File: src/rtl/bit_destuffing.sv
// Receive-side bit destuffer: removes the stuff bit inserted after RUN_LEN equal
// bits inside the stuffed region and flags runs that break the stuffing rule.
module bit_destuffing #(
    parameter int RUN_LEN = 5,
    parameter int CNT_W   = 8
) (
    input  logic             clk,
    input  logic             rst,
    input  logic             data_in,
    input  logic             data_valid,
    input  logic             frame_start,
    input  logic             stuff_en,
    input  logic             err_clear,
    output logic             data_out,
    output logic             data_out_valid,
    output logic             stuff_removed,
    output logic             stuff_error,
    output logic             err_sticky,
    output logic [CNT_W-1:0] bit_count
);

    // Input handshake: one bit is accepted on every rising edge with data_valid=1;
    // there is no backpressure. Outputs appear one cycle later and pulse for one cycle.

    typedef enum logic [1:0] {IDLE, RUN, ERROR} state_e;

    localparam logic [2:0] RUN_LEN_C = 3'(RUN_LEN);

    state_e           state_q, state_d;
    logic [2:0]       run_cnt_q, run_cnt_d;
    logic             last_bit_q, last_bit_d;
    logic             data_out_q, data_out_d;
    logic             dv_q, dv_d;
    logic             sr_q, sr_d;
    logic             se_q, se_d;
    logic             sticky_q, sticky_d;
    logic [CNT_W-1:0] bc_q, bc_d;
    logic             emit;

    always_comb begin
        state_d    = state_q;
        run_cnt_d  = run_cnt_q;
        last_bit_d = last_bit_q;
        data_out_d = data_out_q;
        dv_d       = 1'b0;
        sr_d       = 1'b0;
        se_d       = 1'b0;
        sticky_d   = err_clear ? 1'b0 : sticky_q;
        bc_d       = bc_q;
        emit       = 1'b0;

        if (data_valid) begin
            if (frame_start) begin
                // SOF restarts the frame from any state, including ERROR
                state_d    = RUN;
                run_cnt_d  = 3'd1;
                last_bit_d = data_in;
                emit       = 1'b1;
            end else if (state_q == RUN) begin
                if (!stuff_en) begin
                    run_cnt_d  = 3'd0;
                    last_bit_d = data_in;
                    emit       = 1'b1;
                end else if (run_cnt_q < RUN_LEN_C) begin
                    run_cnt_d  = (data_in == last_bit_q) ? run_cnt_q + 3'd1 : 3'd1;
                    last_bit_d = data_in;
                    emit       = 1'b1;
                end else if (data_in != last_bit_q) begin
                    sr_d       = 1'b1;
                    run_cnt_d  = 3'd1;
                    last_bit_d = data_in;
                end else begin
                    se_d     = 1'b1;
                    sticky_d = 1'b1;
                    state_d  = ERROR;
                end
            end
        end

        if (emit) begin
            dv_d       = 1'b1;
            data_out_d = data_in;
            if (frame_start) begin
                bc_d = CNT_W'(1);
            end else if (bc_q != {CNT_W{1'b1}}) begin
                bc_d = bc_q + CNT_W'(1);
            end
        end
    end

    always_ff @(posedge clk or posedge rst) begin
        if (rst) begin
            state_q    <= IDLE;
            run_cnt_q  <= 3'd0;
            last_bit_q <= 1'b1;
            data_out_q <= 1'b0;
            dv_q       <= 1'b0;
            sr_q       <= 1'b0;
            se_q       <= 1'b0;
            sticky_q   <= 1'b0;
            bc_q       <= '0;
        end else begin
            state_q    <= state_d;
            run_cnt_q  <= run_cnt_d;
            last_bit_q <= last_bit_d;
            data_out_q <= data_out_d;
            dv_q       <= dv_d;
            sr_q       <= sr_d;
            se_q       <= se_d;
            sticky_q   <= sticky_d;
            bc_q       <= bc_d;
        end
    end

    assign data_out       = data_out_q;
    assign data_out_valid = dv_q;
    assign stuff_removed  = sr_q;
    assign stuff_error    = se_q;
    assign err_sticky     = sticky_q;
    assign bit_count      = bc_q;

endmodule

File: config.mk
export PLATFORM = sky130hd
export DESIGN_NAME = bit_destuffing
export DESIGN_NICKNAME = d
export VERILOG_FILES = /design/src/rtl/bit_destuffing.sv
export SDC_FILE = /design/constraint.sdc
export NUM_CORES = 1
export LEC_CHECK = 0
export CAP_MARGIN = 20
export CORE_ASPECT_RATIO = 1.25
export CORE_MARGIN = 5
export CORE_UTILIZATION = 47
export CTS_BUF_LIST = sky130_fd_sc_hd__clkbuf_4
export CTS_CLUSTER_SIZE = 16
export DETAILED_ROUTE_END_ITERATION = 10
export PLACE_DENSITY = 0.81
export SLEW_MARGIN = 15
export SYNTH_ARGS = -nofsm -noshare
export SYNTH_HDL_FRONTEND = slang
export SYNTH_SLANG_ARGS = --single-unit
File: constraint.sdc
create_clock -name clk -period 1.9 [get_ports clk]
set_clock_uncertainty 0.2 [all_clocks]
set_input_delay 0.285 -clock clk [delete_from_list [all_inputs] [get_ports clk]]
set_output_delay 0.285 -clock clk [all_outputs]
set_load 0.01 [all_outputs]
# ---- Word-level counts from Yosys, hierarchy flattened
# Cells that the tools add are included.
dict set report op_classes {
  n_addsub 2
  magnitude_cmp 1
  eq_ne 7
  n_mux 43
  reduce_logical 6
}
# op n
set op_table {}
lappend op_table {{1-bit two-way mux} 30}
lappend op_table {{3-bit two-way mux} 6}
lappend op_table {{8-bit two-way mux} 2}
lappend op_table {{2-bit two-way mux} 5}
lappend op_table {{8-bit by 1-bit adder with 8-bit output, second input constant} 1}
lappend op_table {{8-bit inequality test, second input constant} 1}
lappend op_table {{2-bit nonzero test} 3}
lappend op_table {{5-bit AND reduction} 1}
lappend op_table {{2-bit inequality test, second input constant} 2}
lappend op_table {{4-bit by 2-bit inequality test with 1-bit output, second input constant} 1}
lappend op_table {{3-bit by 1-bit adder with 3-bit output, second input constant} 1}
lappend op_table {{3-bit < comparator, second input constant} 1}
lappend op_table {{3-bit AND reduction} 1}
lappend op_table {{2-bit by 1-bit == test with 1-bit output, second input constant} 1}
lappend op_table {{2-bit AND reduction} 1}
lappend op_table {{1-bit == test} 1}
lappend op_table {{1-bit inequality test} 1}
dict set report totals {
  ff_bits 19
  in_bits 7
  out_inout_bits 13
  wordCells 68
}

# ---- Logic depth before layout (Yosys ltp)
# Gate-level depths: netlist (run 1).
dict set report logic_depth {
  ltp_word 7
  mapped_depth 8
}

# ---- Least setup slack after synthesis (run 1)
# No wires, ideal clock.
dict set report synth_timing {
  path_type {flip-flop to flip-flop}
  startpoint {register bc_q[0] (netlist: bit_count[0])}
  endpoint {register bc_q[4] (netlist: bit_count[4])}
  setup_ns 0.077
  t_arrival_ns 1.745
  t_required_ns 1.623
  path_slack_ns -0.123
  stages_incl_launch_ff 7
  n_path_buf 1
  cell_sequence {dfrtp_1 -> ha_1 -> and4b_1 -> and2_4 -> buf_6 -> or4_1 -> a21oi_1}
}
dict set report synth_via {
  elab_chain_cells 3
  elab_cells_between_ends 6
}
# element line_no
set synth_rtl {}
lappend synth_rtl {{start: declaration} 37} ;# logic [CNT_W-1:0] bc_q, bc_d;
lappend synth_rtl {{start signal: assignment} 101} ;# bc_q <= '0;
lappend synth_rtl {{start signal: assignment} 111} ;# bc_q <= bc_d;
lappend synth_rtl {{8-bit by 1-bit adder with 8-bit output / 8-bit inequality test (equally long branches)} {86, 85}}
lappend synth_rtl {{8-bit two-way mux / 2-bit nonzero test (equally long branches)} -}
lappend synth_rtl {{8-bit two-way mux / 2-bit AND reduction (equally long branches)} -}
# Parallel ways exist; a longest one is shown, timed or not. The select of a mux whose other input is x is not followed.
# A chain may end at the register's enable or synchronous reset.

# ---- Worst setup path in the final report (run 1)
dict set report layout_timing {
  startpoint {register bc_q[2] (netlist: bit_count[2])}
  endpoint {output port bit_count[2]}
}
# element line_no
set layout_lines {}
lappend layout_lines {{end: declaration} 19} ;# output logic [CNT_W-1:0] bit_count
# No word-level cell between the ends.

==> impl_metrics.yaml, run 1 <==
outcome:
  outcome: "finished, final reports clean"
synth:
  syn_inst: 99
  yosysMostFrequentCell: "dfrtp_1"
  syn-cell-area_sq_um: 990
  synth_warnings: 0
  synth_flop_cell: "dfrtp_1"
  ys_seq_elements: 19
  synth_top_area_frac: 0.455
  yosysSeqAreaShare: 0.482
  yosys-top-cells-area: "dfrtp_1 (46%), nand2_1 (3.8%), a21oi_1 (3.0%), o21ai_0 (3.0%), dfstp_2 (2.7%)"
  syn_avg_cell_area_sq_um: 10.0
  async_flop_share: 1.00
  synth_cell_types: 42
  synth_edf_count: 0
  synth.largest_area_cell: "dfrtp_1"
  synth_nets: 108
  netlist_top_cells_count: "dfrtp_1 (18), nand2_1 (10), inv_1 (7), a21oi_1 (6), o21ai_0 (6)"
floorplanning:
  rows: 18
  core_sq_um: 2000
  fp.dieH_um: 61.3
  fp.dieW_um: 51.0
  initial_utilization: 0.494
  die_area_sq_um: 3130
  io_pins: 20
clock_tree:
  ctsResizeCount: 0
  path_clk_slew_ns: 0.11
  cts_tree: "yes"
  cts-htree-levels: 1
  clock_sinks: 19
  clock_latency_ns: 0.30
  clock_path_buffers: 2
  numCtsBuffers: 3
  cts_root_buf: "clkbuf_4"
finish:
  instances_no_fill: 153
  drive_above_1_share: 0.188
  nNetsFinal: 143
  stdcell_area_sq_um: 1320
  n_fill_cell: 157
  syn_to_final_growth_pct: 33.6
  antenna_cells: 0
worst_hold_path:
  worstHoldPathType: "input port to async pin"
sta:
  finalCriticalPeriod_ns: 1.83
  hold_viol: 0
  worstMarginPinSlew_ns: 0.350
  setup_viol: 0
  slew_headroom: 0.767
  max_freq_mhz: 546
  rsz0062_at_grt: "no"
  period_share: 0.965
  drv_slew: 0
critical_path:
  crit_arrival_ns: 1.35
  worstSetupPathType: "flop to output port"
  cp_slowest_stage_delay_ns: 0.58
  worstPathRequired_ns: 1.41
  crit_family: "buffers and inverters"
  cpMaxStageDelayCell: "clkdlybuf4s50_1"
  worst_setup_path_start_kind: "flop"
  crit_chain: "clkdlybuf4s50_1"
  crit_path_max_fanout: 8
  endpoint_kind: "output port"
  cp_num_buf_inv: 1
drt:
  drc: 0
  wl_um: 2080
  firstDrtPassIters: 4
  viasPerCell: 5.61
  wl_per_cell_um: 13.6
  first_iter_violations: 16
  drt.antenna.violating_nets: 0
  vias: 859
power_and_ir_drop:
  p_per_area_nw_per_um2: 702
  cellLeakagePower_nw: 0.606
  p_total_mw: 0.928
  max-vdd-ir-drop_mv: 0.577
place:
  dpl.hpwl_um: 1630
  port_buffers: 19
  dp.cells: 149
  gp_congestion: 0.888
  dpl_cell_area_sq_um: 1290
global_route:
  antenna_found_initial: 0
  grt_pass1_vias: 804
  track_usage: 0.151
  grt-ovfl-total: 0
  grt_max_degree: 20
  grt_pass1_wl_um: 3510
job:
  maxCapViolations: 0
[worst min-delay path, delay by kind of cell]
family | cells | cell delay, ns
buffers and inverters | 3 | 0.69
[cell usage in the layout, fill, tap and decap left out, types with 2 or more instances in the layout]
master,instances
nor2_1,5
nand3_1,2
and4b_1,2
buf_4,15
a21o_1,2
o31ai_1,3
a21oi_1,6
o211ai_1,2
clkdlybuf4s50_1,19
o41ai_1,2
nand3b_1,2
nand2_1,10
nand2b_1,3
inv_1,7
clkbuf_4,4
dfrtp_1,18
o21ai_0,6
[layer usage]
| layer | routed length [um] | global-route usage |
|---|---|---|
| met1 | 910 | 0.177 |
| met2 | 1050 | 0.265 |
| met3 | 88 | 0.0363 |
| met4 | 31 | 0.0692 |
| met5 | 0 | 0 |
[registers in the layout, summed over array words and instances (netlist names)]
| name | flops |
|---|---|
| bit_count | 8 |
| run_cnt_q | 3 |
| state_q | 2 |
| data_out | 1 |
| data_out_valid | 1 |
| err_sticky | 1 |
| last_bit_q | 1 |
| stuff_error | 1 |
| stuff_removed | 1 |
[repair_timing]
action / CTS / global route
endpoints found under the setup margin: 0 / 1
hold buffers: 0 / 0
buffers inserted: 0 / 0
[kinds of logic after synthesis]
kind of cell             Yosys count  share of synthesized area
adder cells (fa/ha/maj)            2                     0.0253
AO/OA/AOI/OAI                     28                      0.196
multiplexers                       3                     0.0329
XOR/XNOR                           2                     0.0177
AND/OR/NAND/NOR                   33                      0.188
flip-flops                        19                      0.482
buffers and inverters             12                     0.0581
[power breakdown]
part | switching [mW] | internal, mW | leakage, nW
Clock | 0.127 | 0.0961 | 0.0184
Combinational | 0.109 | 0.129 | 0.344
Sequential | 0.0303 | 0.437 | 0.243
Total | 0.266 | 0.662 | 0.606
[final cells by class]
cell class	count	area [sq um]	area share
sequential	19	477	0.360
multi-input combinational	68	458	0.346
inverter	8	30.0	0.0227
clock buffer	4	30.0	0.0227
timing repair buffer	34	303	0.229
tap	20	25.0	0.0189
[worst paths after layout]
check / startpoint / to / slack, ns / cells past startpoint
max in group asynchronous: rst / last_bit_q / 1.14 / 3
worst max register to register: bit_count[1] / bit_count[4] / 0.10 / 5
worst max-delay path: bit_count[2] / bit_count[2] / 0.07 / 1
min in group clk: data_out / data_out / 0.28 / 2
worst min register to register: data_out / data_out / 0.28 / 2
worst min-delay path: rst / err_sticky / 0.09 / 3
[through the flow]
step                      setup slack [ns]  hold slack [ns]  setup TNS (ns)   util
after floorplan                     0.0355           0.0354               0      -
after global placement              -0.146            0.255           -1.11  0.645
after detailed placement            -0.199            0.257           -1.59  0.645
after CTS                           0.0539           0.0960               0  0.660
after global routing               0.00118            0.101               0  0.660
final                               0.0673           0.0900               0  0.660
(Power assumes the default switching activity.)
==> run 2: changes to the inputs <==
- ABC_AREA: default -> 1
- CORE_UTILIZATION: 47 -> 48
- SETUP_SLACK_MARGIN: default -> 0.05
==> impl_metrics.yaml, run 2 <==
critical_path:
  cp_num_buf_inv: 1
  crit_arrival_ns: 1.30
  endpoint_kind: "output port"
  crit_path_max_fanout: 6
  cp_slowest_stage_delay_ns: 0.56
  worst_setup_path_start_kind: "flop"
  worstPathRequired_ns: 1.41
  crit_family: "buffers and inverters"
  cpMaxStageDelayCell: "clkdlybuf4s50_1"
  crit_chain: "clkdlybuf4s50_1"
  worstSetupPathType: "flop to output port"
job:
  maxCapViolations: 0
synth:
  ys_seq_elements: 19
  synth_top_area_frac: 0.416
  netlist_top_cells_count: "nand2_1 (46), inv_1 (20), dfrtp_1 (18), nand3_1 (13), nor2_1 (12)"
  synthAdderAreaFrac: 0.0231
  yosysSeqAreaShare: 0.440
  synth_mux_area_frac: 0
  synth_edf_count: 0
  syn-cell-area_sq_um: 1080
  yosys.area_share.simple: 0.356
  synth-xor-area-share: 0
  synth_nets: 157
  yosysMostFrequentCell: "nand2_1"
  synth-compound-area-share: 0.0785
  synth_warnings: 0
  yosys-top-cells-area: "dfrtp_1 (42%), nand2_1 (16%), inv_1 (6.9%), nand3_1 (6.0%), nor2_1 (4.2%)"
  synth_flop_cell: "dfrtp_1"
  async_flop_share: 1.00
  synth.largest_area_cell: "dfrtp_1"
  synth_cell_types: 23
  syn_inst: 148
  syn_avg_cell_area_sq_um: 7.32
  synth_top_family_by_area: "simple AND/OR/NAND/NOR gates"
power_and_ir_drop:
  sw_frac_of_total: 0.287
  p_per_area_nw_per_um2: 614
  p_sw_mw: 0.244
  cellLeakagePower_nw: 0.676
  intPower_mw: 0.607
  max-vdd-ir-drop_mv: 0.462
  p_total_mw: 0.851
  p_clk_frac: 0.263
  comb_power_share: 0.201
  pwr-share-seq: 0.536
global_route:
  antenna_found_initial: 0
  met3_usage: 0.0307
  track_usage: 0.166
  grt-ovfl-total: 0
  grt_pass1_vias: 1060
  grt_pass1_wl_um: 4260
  busiest_layer: "met2"
  grt_use_met2: 0.295
  use_met1: 0.190
  grt_max_degree: 16
outcome:
  outcome: "finished, final reports clean"
clock_tree:
  clock_latency_ns: 0.30
  numCtsBuffers: 3
  cts-htree-levels: 1
  clock_path_buffers: 2
  clock_sinks: 19
  path_clk_slew_ns: 0.11
  cts_root_buf: "clkbuf_4"
  cts_tree: "yes"
floorplanning:
  core_sq_um: 2190
  initial_utilization: 0.495
  fp.dieH_um: 63.1
  io_pins: 20
  rows: 19
  die_area_sq_um: 3310
  fp.dieW_um: 52.5
drt:
  wl_per_cell_um: 11.9
  wl_um: 2440
  drc: 0
  first_iter_violations: 20
  viasPerCell: 4.92
  drt.antenna.violating_nets: 0
  vias: 1013
  firstDrtPassIters: 4
place:
  dpl_cell_area_sq_um: 1330
  port_buffers: 19
  dpl_worst_slack_ns: -0.00594
  gp_congestion: 0.823
  dpl.hpwl_um: 1900
sta:
  setup_viol: 0
  slew_headroom: 0.782
  period_share: 0.938
  timing.final.ws_setup_ns: 0.117
  finalCriticalPeriod_ns: 1.78
  hold_viol: 0
  whs_ns: 0.0278
  rsz0062_at_grt: "no"
  tns_ns: 0
  worstMarginPinSlew_ns: 0.327
  drv_slew: 0
  max_freq_mhz: 561
finish:
  antenna_cells: 0
  largest_register_ffs: 8
  nNetsFinal: 185
  final_common_cell: "nand2_1"
  syn_to_final_growth_pct: 27.9
  final_cell_mix: "nand2_1 (46), inv_1 (20), clkdlybuf4s50_1 (19)"
  stdcell_area_sq_um: 1390
  drive_above_1_share: 0.177
  n_fill_cell: 207
worst_hold_path:
  worstHoldPathType: "input port to async pin"
[run 2: cell types whose count changed in the layout (fill, tap and decap cells not counted), moves of 3 or more]
cell and change:
nand2_1 +36, inv_1 +13, nand3_1 +11, buf_4 -8, o21ai_1 +8, nor2_1 +7
dfrtp_1 -6, dfrtp_2 +6, a21oi_1 -4, o21ai_0 -4, nand2_2 +3, nand2b_1 -3
nand4_1 +3
[run 2: logic make-up after synthesis]
| group | Yosys count |
|---|---|
| flip-flops | 19 |
| AO/OA/AOI/OAI | 15 |
| buffers and inverters | 27 |
| adder cells (fa/ha/maj) | 2 |
| AND/OR/NAND/NOR | 85 |
[run 2: area by class of cell]
type,count,area (sq um),area share
clock buffers,4,30.0,0.0217
inverters,24,90.1,0.0650
multi-input cells,102,500,0.361
flip-flops and latches,19,484,0.349
well taps,31,38.8,0.0280
repair buffers,26,243,0.175
[run 2: final timing paths]
path	slack (ns)	start	endpoint	cells past startpoint
max	0.12	bit_count[7]	bit_count[7]	1
min	0.03	rst	data_out	2
max reg2reg	0.28	last_bit_q	run_cnt_q[2]	7
min reg2reg	0.30	state_q[1]	state_q[1]	2
max in group asynchronous	0.99	rst	bit_count[3]	3
min in group clk	0.30	state_q[1]	state_q[1]	2
[run 2: through the flow]
| step | utilization | std cells |
|---|---|---|
| CTS | 0.622 | 204 |
| floorplan | - | 148 |
| detailed placement | 0.608 | 200 |
| finish | 0.634 | 206 |
| global placement | 0.608 | 200 |
| global route | 0.634 | 206 |
[run 2: worst register-to-register path: cells and delay by family (launching register included)]
kind,cells,cell delay (ns)
and+or+nand+nor,5,0.60
DFF,1,0.57
AOI/OAI and AO/OA,1,0.07
buffers and inverters,1,0.05
[run 2: power groups by stage]
stage          registers, mW  clock network [mW]  logic (mW)
6_report               0.456               0.224       0.171
5_1_grt                0.462               0.247       0.194
4_1_cts                0.455               0.228       0.173
3_5_place_dp           0.463                   0       0.171
3_3_place_gp           0.461                   0       0.165
2_1_floorplan          0.466                   0      0.0890
[run 2: timing repair]
action,in CTS,in global routing
gates resized for setup,2,5
setup buffers,0,2
setup endpoints to repair,2,13
hold buffers,0,0
[run 2: layer usage]
layer  vias to the layer above  part of all wire
met3                         5             0.033
met4                         0             0.021
met5                         -                 0
li1                        520                 -
met1                       469              0.44
met2                        19              0.51
==> run 3: changes to the inputs <==
- GPL_TIMING_DRIVEN: default -> 0
==> impl_metrics.yaml, run 3 (synthesized netlist as in run 2, its figures left out) <==
place:
  port_buffers: 18
  dpl.hpwl_um: 1790
  gp_congestion: 0.863
  dp.cells: 197
clock_tree:
  cts_tree: "yes"
  numCtsBuffers: 3
  clock_latency_ns: 0.29
  clock_sinks: 19
  path_clk_slew_ns: 0.11
  clock_path_buffers: 2
  cts-htree-levels: 1
  holdBufCountCts: 0
  cts_root_buf: "clkbuf_4"
floorplanning:
  die_area_sq_um: 3310
  io_pins: 20
  rows: 19
  fp.dieH_um: 63.1
  core_sq_um: 2190
  fp.dieW_um: 52.5
  initial_utilization: 0.495
finish:
  antenna_cells: 0
  instances_no_fill: 201
  syn_to_final_growth_pct: 23.6
  final_cell_mix: "nand2_1 (46), inv_1 (20), clkdlybuf4s50_1 (18)"
  fin_util: 0.612
  n_fill_cell: 206
  largest_register_ffs: 8
  seq_area_sq_um: 483
  multi_input_area_sq_um: 495
  nNetsFinal: 180
  final_common_cell: "nand2_1"
  drive_above_1_share: 0.153
sta:
  rsz0062_at_grt: "no"
  setup_viol: 0
  period_share: 0.933
  worstMarginPinSlew_ns: 0.744
  max_freq_mhz: 564
  slew_headroom: 0.504
  finalCriticalPeriod_ns: 1.77
  tns_ns: 0
  hold_viol: 0
  drv_slew: 0
drt:
  firstDrtPassIters: 4
  wl_per_cell_um: 11.7
  viasPerCell: 5.01
  wl_um: 2340
  drc: 0
  vias: 1007
  first_iter_violations: 26
  drt.antenna.violating_nets: 0
power_and_ir_drop:
  p_total_mw: 0.833
  pwr-share-seq: 0.547
  max-vdd-ir-drop_mv: 0.511
  p_sw_mw: 0.232
  sw_frac_of_total: 0.279
  p_per_area_nw_per_um2: 622
  intPower_mw: 0.601
  cellLeakagePower_nw: 0.654
  comb_power_share: 0.196
  p_clk_frac: 0.257
global_route:
  grt_use_met2: 0.273
  antenna_found_initial: 0
  grt-ovfl-total: 0
  met3_usage: 0.0307
  track_usage: 0.156
  grt_max_degree: 20
  grt_pass1_vias: 998
  busiest_layer: "met2"
  use_met1: 0.189
  grt_pass1_wl_um: 4060
critical_path:
  path_depth: 1
  cpMaxStageDelayCell: "clkdlybuf4s50_1"
  crit_family: "buffers and inverters"
  ff2ff_path_depth: 8
  endpoint_kind: "output port"
  worstSetupPathType: "flop to output port"
  crit_path_max_fanout: 6
  crit_arrival_ns: 1.29
  worst_setup_path_start_kind: "flop"
  cp_num_buf_inv: 1
  crit_chain: "clkdlybuf4s50_1"
  cp_slowest_stage_delay_ns: 0.56
  worstPathRequired_ns: 1.41
worst_hold_path:
  worstHoldPathType: "input port to flop"
  hold_depth: 2
outcome:
  outcome: "finished, final reports clean"
job:
  maxCapViolations: 0
run 3: path summary, 6_finish.rpt:
path                         startpoint       endpoint  slack, ns
max                        bit_count[7]   bit_count[7]       0.13
min                         frame_start  stuff_removed       0.07
max reg2reg                bit_count[0]   bit_count[7]       0.25
min reg2reg                  state_q[1]     state_q[1]       0.30
max in group asynchronous           rst   bit_count[0]       0.77
min in group asynchronous           rst       data_out       0.22
run 3: power groups by stage:
stage / clock, mW / sequential, mW / combinational (mW)
6_report: 0.214 / 0.456 / 0.163
5_1_grt: 0.243 / 0.461 / 0.185
2_1_floorplan: 0 / 0.466 / 0.0890
3_3_place_gp: 0 / 0.461 / 0.159
4_1_cts: 0.226 / 0.455 / 0.166
3_5_place_dp: 0 / 0.462 / 0.165
run 3: metal layers:
metal  wire (um)  vias to the layer above
met3         115                        0
li1            -                      512
met5           0                        -
met4           0                        0
met1         983                      462
met2        1250                       33
run 3: final cells by class:
cell class,instances,area share
repair buffers,18,0.135
clock buffers,4,0.0224
well taps,31,0.0290
inverters,24,0.0673
plain buffers,3,0.0159
multi-input cells,102,0.370
flip-flops and latches,19,0.361
run 3: repair_timing:
action / CTS / global route
buffers inserted: 0 / 0
endpoints found under the setup margin: 0 / 6
gates resized for setup: 0 / 5
run 3: per-stage QoR:
step                      hold WS (ns)  setup WS (ns)  area, sq um
after global routing            0.0972         0.0750         1340
after global placement           0.272        0.00888         1300
after CTS                       0.0546         0.0573         1330
final                           0.0689          0.127         1340
after detailed placement         0.275        -0.0428         1300
after floorplan                 0.0354          0.316         1080
